## config.mk

```make
export PLATFORM = sky130hd
export DESIGN_NAME = spike_classifier_flat
export DESIGN_NICKNAME = d
export VERILOG_FILES = /design/src/rtl/spike_classifier_if.sv /design/src/rtl/spike_classifier.sv /design/src/flat_wrapper.sv
export SDC_FILE = /design/constraint.sdc
export NUM_CORES = 1
export LEC_CHECK = 0
export CORE_MARGIN = 4
export CORE_UTILIZATION = 60
export DETAILED_ROUTE_END_ITERATION = 8
export PLACE_DENSITY = 0.83
export SYNTH_ARGS = -nofsm -noshare
export SYNTH_HDL_FRONTEND = slang
export SYNTH_SLANG_ARGS = --single-unit
```

## constraint.sdc

```tcl
create_clock -name clk -period 5.9 [get_ports clk]
set_clock_uncertainty 0.05 [all_clocks]
set_input_delay 1.475 -clock clk [delete_from_list [all_inputs] [get_ports clk]]
set_output_delay 1.475 -clock clk [all_outputs]
set_load 0.05 [all_outputs]
```

## src/rtl/spike_classifier_if.sv

```systemverilog
// Bundles the spike handshake channels and the classification control/result signals.
// master = upstream driver (network + controller), slave = spike_classifier.
interface spike_classifier_if #(
    parameter int unsigned neurons_out = 2,
    parameter int unsigned cnt_w       = 8
);
    localparam int unsigned cls_w = (neurons_out > 1) ? $clog2(neurons_out) : 1;

    logic [neurons_out-1:0] req_in;
    logic [neurons_out-1:0] ack_in;
    logic                   start;
    logic                   busy;
    logic                   valid;
    logic [cls_w-1:0]       class_out;
    logic [cnt_w-1:0]       win_count;
    logic                   tie;

    modport master (
        output req_in, start,
        input  ack_in, busy, valid, class_out, win_count, tie
    );

    modport slave (
        input  req_in, start,
        output ack_in, busy, valid, class_out, win_count, tie
    );
endinterface

```

## src/rtl/spike_classifier.sv

```systemverilog
// Spike-count readout: acknowledges every 4-phase spike handshake and reports the winning neuron per window.
// Define SPIKE_CLASSIFIER_SAT_EN to make the per-neuron counters saturate instead of wrapping.
module spike_classifier #(
    parameter int unsigned neurons_out   = 2,
    parameter int unsigned cnt_w         = 8,
    parameter int unsigned window_cycles = 1000
) (
    input  logic                 clk,
    input  logic                 rst,
    spike_classifier_if.slave    bus
);
    localparam int unsigned cls_w = (neurons_out > 1) ? $clog2(neurons_out) : 1;
    localparam int unsigned tmr_w = (window_cycles > 1) ? $clog2(window_cycles) : 1;

    localparam logic [1:0] S_IDLE  = 2'd0;
    localparam logic [1:0] S_COUNT = 2'd1;
    localparam logic [1:0] S_DONE  = 2'd2;

    logic [1:0]             state;
    logic [tmr_w-1:0]       timer;
    logic [neurons_out-1:0] req_s1, req_s2, ack, ev;
    logic [cnt_w-1:0]       cnt [neurons_out];

    logic                   valid_r, tie_r;
    logic [cls_w-1:0]       cls_r;
    logic [cnt_w-1:0]       wc_r;

    logic [cls_w-1:0]       best_idx;
    logic [cnt_w-1:0]       best_cnt;
    logic                   best_tie;

    // Handshake path runs regardless of FSM state so the network never stalls.
    always_ff @(posedge clk) begin
        if (rst) begin
            req_s1 <= '0;
            req_s2 <= '0;
            ack    <= '0;
        end else begin
            req_s1 <= bus.req_in;
            req_s2 <= req_s1;
            ack    <= req_s2;
        end
    end

    assign ev         = req_s2 & ~ack;
    assign bus.ack_in = ack;

    // A later strictly-greater count clears any tie seen against an earlier, smaller maximum.
    always_comb begin
        best_idx = '0;
        best_cnt = cnt[0];
        best_tie = 1'b0;
        for (int unsigned i = 1; i < neurons_out; i++) begin
            if (cnt[i] > best_cnt) begin
                best_cnt = cnt[i];
                best_idx = cls_w'(i);
                best_tie = 1'b0;
            end else if (cnt[i] == best_cnt) begin
                best_tie = 1'b1;
            end
        end
    end

    always_ff @(posedge clk) begin
        if (rst) begin
            state   <= S_IDLE;
            timer   <= '0;
            valid_r <= 1'b0;
            cls_r   <= '0;
            wc_r    <= '0;
            tie_r   <= 1'b0;
            for (int unsigned i = 0; i < neurons_out; i++) begin
                cnt[i] <= '0;
            end
        end else begin
            valid_r <= 1'b0;
            case (state)
                S_IDLE: begin
                    if (bus.start) begin
                        state <= S_COUNT;
                        timer <= tmr_w'(window_cycles - 1);
                        for (int unsigned i = 0; i < neurons_out; i++) begin
                            cnt[i] <= '0;
                        end
                    end
                end
                S_COUNT: begin
                    for (int unsigned i = 0; i < neurons_out; i++) begin
`ifdef SPIKE_CLASSIFIER_SAT_EN
                        if (ev[i] && (cnt[i] != '1)) begin
                            cnt[i] <= cnt[i] + 1'b1;
                        end
`else
                        if (ev[i]) begin
                            cnt[i] <= cnt[i] + 1'b1;
                        end
`endif
                    end
                    if (timer == '0) begin
                        state <= S_DONE;
                    end else begin
                        timer <= timer - 1'b1;
                    end
                end
                S_DONE: begin
                    cls_r   <= best_idx;
                    wc_r    <= best_cnt;
                    tie_r   <= best_tie;
                    valid_r <= 1'b1;
                    state   <= S_IDLE;
                end
                default: state <= S_IDLE;
            endcase
        end
    end

    assign bus.busy      = (state != S_IDLE);
    assign bus.valid     = valid_r;
    assign bus.class_out = cls_r;
    assign bus.win_count = wc_r;
    assign bus.tie       = tie_r;
endmodule

```

## src/flat_wrapper.sv

```systemverilog
// flat-port wrapper written by rule: the top's interface ports become plain ports
module spike_classifier_flat 
#(
    parameter int unsigned neurons_out   = 2,
    parameter int unsigned cnt_w         = 8,
    parameter int unsigned window_cycles = 1000
)
  (clk, rst, bus_req_in, bus_start, bus_ack_in, bus_busy, bus_valid, bus_class_out, bus_win_count, bus_tie);
  spike_classifier_if #(.neurons_out(neurons_out), .cnt_w(cnt_w)) bus_i ();
  input  logic clk;
  input  logic rst;
  input wire logic [$bits(bus_i.req_in)-1:0] bus_req_in;
  input wire logic [$bits(bus_i.start)-1:0] bus_start;
  output wire logic [$bits(bus_i.ack_in)-1:0] bus_ack_in;
  output wire logic [$bits(bus_i.busy)-1:0] bus_busy;
  output wire logic [$bits(bus_i.valid)-1:0] bus_valid;
  output wire logic [$bits(bus_i.class_out)-1:0] bus_class_out;
  output wire logic [$bits(bus_i.win_count)-1:0] bus_win_count;
  output wire logic [$bits(bus_i.tie)-1:0] bus_tie;
  assign bus_i.req_in = bus_req_in;
  assign bus_i.start = bus_start;
  assign bus_ack_in = bus_i.ack_in;
  assign bus_busy = bus_i.busy;
  assign bus_valid = bus_i.valid;
  assign bus_class_out = bus_i.class_out;
  assign bus_win_count = bus_i.win_count;
  assign bus_tie = bus_i.tie;
  spike_classifier #(.neurons_out(neurons_out), .cnt_w(cnt_w), .window_cycles(window_cycles)) u_core (.clk(clk), .rst(rst), .bus(bus_i));
endmodule
```

==> results.cfg <==
[status]
status = finished, final reports clean

[synthesis]
yosysWarnings = 0
synth_cells = 227
synth_seq_cells = 45
yosys_most_used_dff = dfxtp_1
syn_area_um2 = 2190
syn_area_per_cell_um2 = 9.65
yosysSeqAreaShare_pct = 48.5
async_flop_share_pct = 0
synth_edf_count = 16
synth_cell_types = 39
syn-num-nets = 243

[layout]
multi_input_area_um2 = 1040
diodes = 0
syn_to_final_growth_pct = 14.6
drive_gt1_share_pct = 6.91
final_common_cell = nor2_1
regArea_um2 = 1060
layout_common_cells = 30 x nor2_1, 29 x dfxtp_1, 18 x clkdlybuf4s50_1
n_fill_cell = 258
instances_no_fill = 292
nNetsFinal = 261
fin_util_pct = 72.9

[worst_setup_path]
critPathBufInv = 2
cpPeakStageDelay_ns = 0.79
crit_path_end_kind = output pin
cpLargestDelayFamily = buffers and inverters
crit_path_top_delay_cell = clkdlybuf4s50_1
worstPathRequired_ns = 4.38
worstSetupPathType = flip-flop to output pin
start_kind = flip-flop
path_cells = nor2_1 > inv_1 > clkdlybuf4s50_1
worst-path-max-fanout = 4
worstPathArrival_ns = 1.61

[placed_design]
dp_cells = 284
port_buffers = 18
hpwlAfterDp_um = 3030
routabilityCongestion = 0.828

[sta]
slew_viol_final = 0
hold_ws_ns = 0.396
layout_min_cycle_time_ns = 3.13
hold_viol = 0
fin_tns_setup_ns = 0
worst_pin_slew_ns = 1.10
relSlewSlack_pct = 26.0
rsz0062_at_grt = false
fmax_mhz = 319
fin_crit_sh_pct = 53.1
setup_violations = 0

[clocking]
cts-hold-fix-buffers = 0
cts.path.max_buffers = 2
cts.sinks = 45
post-cts-setup-buffers = 0
cts_tree = done
clk_pin_slew_worst_paths_ns = 0.08
numCtsBuffers = 5
clkLatencyLatePin_ns = 0.29
cts_resized = 0
clockRootBuffer = clkbuf_8
h-tree-depth = 2

[die]
boundaryPins = 19
initial_core_util_pct = 63.6
dieArea_um2 = 4680
die_w_um = 68.4
die_h_um = 68.4
placementRows = 21
fp.coreArea_um2 = 3440

[grt]
grtUsageTotal_pct = 19.9
grt_first_pass_wirelength_um = 6890
grt_max_degree = 32
grt_remaining_overflow = 0
grt_pass1_vias = 1514
antenna_found_initial = 0

[power]
power_frac_clock_pct = 30.7
ir_worst_vdd_v = 0.000158
switching_share_pct = 27.7
switchingPower_mw = 0.188
p_int_mw = 0.492
p_comb_share_pct = 15.9
p_leak_nw = 0.906
seq_power_share_pct = 53.4
p_per_area_nw_per_um2 = 271
power_mw = 0.680

[route]
drt_first_pass_iters = 4
vias = 1680
drc = 0
wirelength_um = 4180
avgViaCountPerCell = 5.75
wl_per_cell_um = 14.3
drt_iter0_drc = 171
antenna_left = 0

[job]
drv_cap = 0

[hold_path]
hold_path_class = flip-flop to flip-flop
==> logic make-up (layout without fill, tap and decap cells) <==
family,Yosys count,count (layout),share of synthesized area (%)
AND/OR/NAND/NOR,83,83,19.9
multiplexers,1,1,0.457
buffers and inverters,23,42,4.00
AO/OA/AOI/OAI,47,47,14.1
flip-flops,45,45,48.5
adder cells (fa/ha/maj),11,11,6.29
XOR/XNOR,17,17,6.80
==> area by class of cell <==
| type | instances | share of cell area [%] |
|---|---|---|
| clock buffers | 6 | 3.74 |
| clock inverters | 2 | 0.449 |
| inverters | 15 | 2.24 |
| multi-input cells | 159 | 41.5 |
| flip-flops and latches | 45 | 42.3 |
| well taps | 46 | 2.29 |
| repair buffers | 19 | 7.48 |
==> layer usage <==
metal,wire length (µm),global-route usage (%)
met2,1820,29.1
met4,60,8.93
met5,0,0
met1,2020,28.0
met3,282,4.43
==> per-stage QoR <==
step / worst slack (ns) / area [µm²]
after floorplan: 3.30 / 2190
after global placement: 2.70 / 2400
after detailed placement: 2.65 / 2400
after CTS: 2.76 / 2510
after global routing: 2.69 / 2510
final: 2.77 / 2510
==> Yosys cell counts (4+ instances only) <==
cell type  instances  area [µm²]
a21oi_1            8        40.0
xor2_1             8        70.1
nand2_1            7        26.3
ha_1              11         138
edfxtp_1          16         480
clkbuf_1           7        26.3
xnor2_1            9        78.8
o21ai_0           10        50.1
and3_1             4        25.0
a31oi_1           10        62.6
dfxtp_1           29         581
nand3_1           10        50.1
nor3_1             6        30.0
nor2_1            30         113
a211oi_1          11        82.6
inv_1             14        52.6
nor2b_1            9        56.3
==> worst paths after layout <==
check / cells after the start / slack, ns / to / startpoint
max: 3 / 2.77 / bus_busy / u_core.state[0]
min: 1 / 0.40 / u_core.req_s2[1] / u_core.req_s1[1]
max reg2reg: 7 / 3.45 / u_core.timer[5] / u_core.timer[0]
min reg2reg: 1 / 0.40 / u_core.req_s2[1] / u_core.req_s1[1]
==> power by group through the flow <==
| stage | combinational, mW | sequential, mW | clock, mW |
|---|---|---|---|
| 4_1_cts | 0.108 | 0.363 | 0.212 |
| 2_1_floorplan | 0.0804 | 0.367 | 0 |
| 5_1_grt | 0.121 | 0.366 | 0.225 |
| 3_3_place_gp | 0.104 | 0.369 | 0 |
| 6_report | 0.108 | 0.363 | 0.209 |
| 3_5_place_dp | 0.107 | 0.370 | 0 |
==> registers in the layout (all words and copies together), names as in the netlist <==
| name | count |
|---|---|
| u_core.timer | 10 |
| u_core.state | 2 |
| u_core.cnt | 16 |
| u_core.bus.valid | 1 |
| u_core.bus.win_count | 8 |
| u_core.req_s1 | 2 |
| u_core.bus.ack_in | 2 |
| u_core.bus.tie | 1 |
| u_core.req_s2 | 2 |
| u_core.bus.class_out | 1 |
Power figures use the tool's default switching activity.
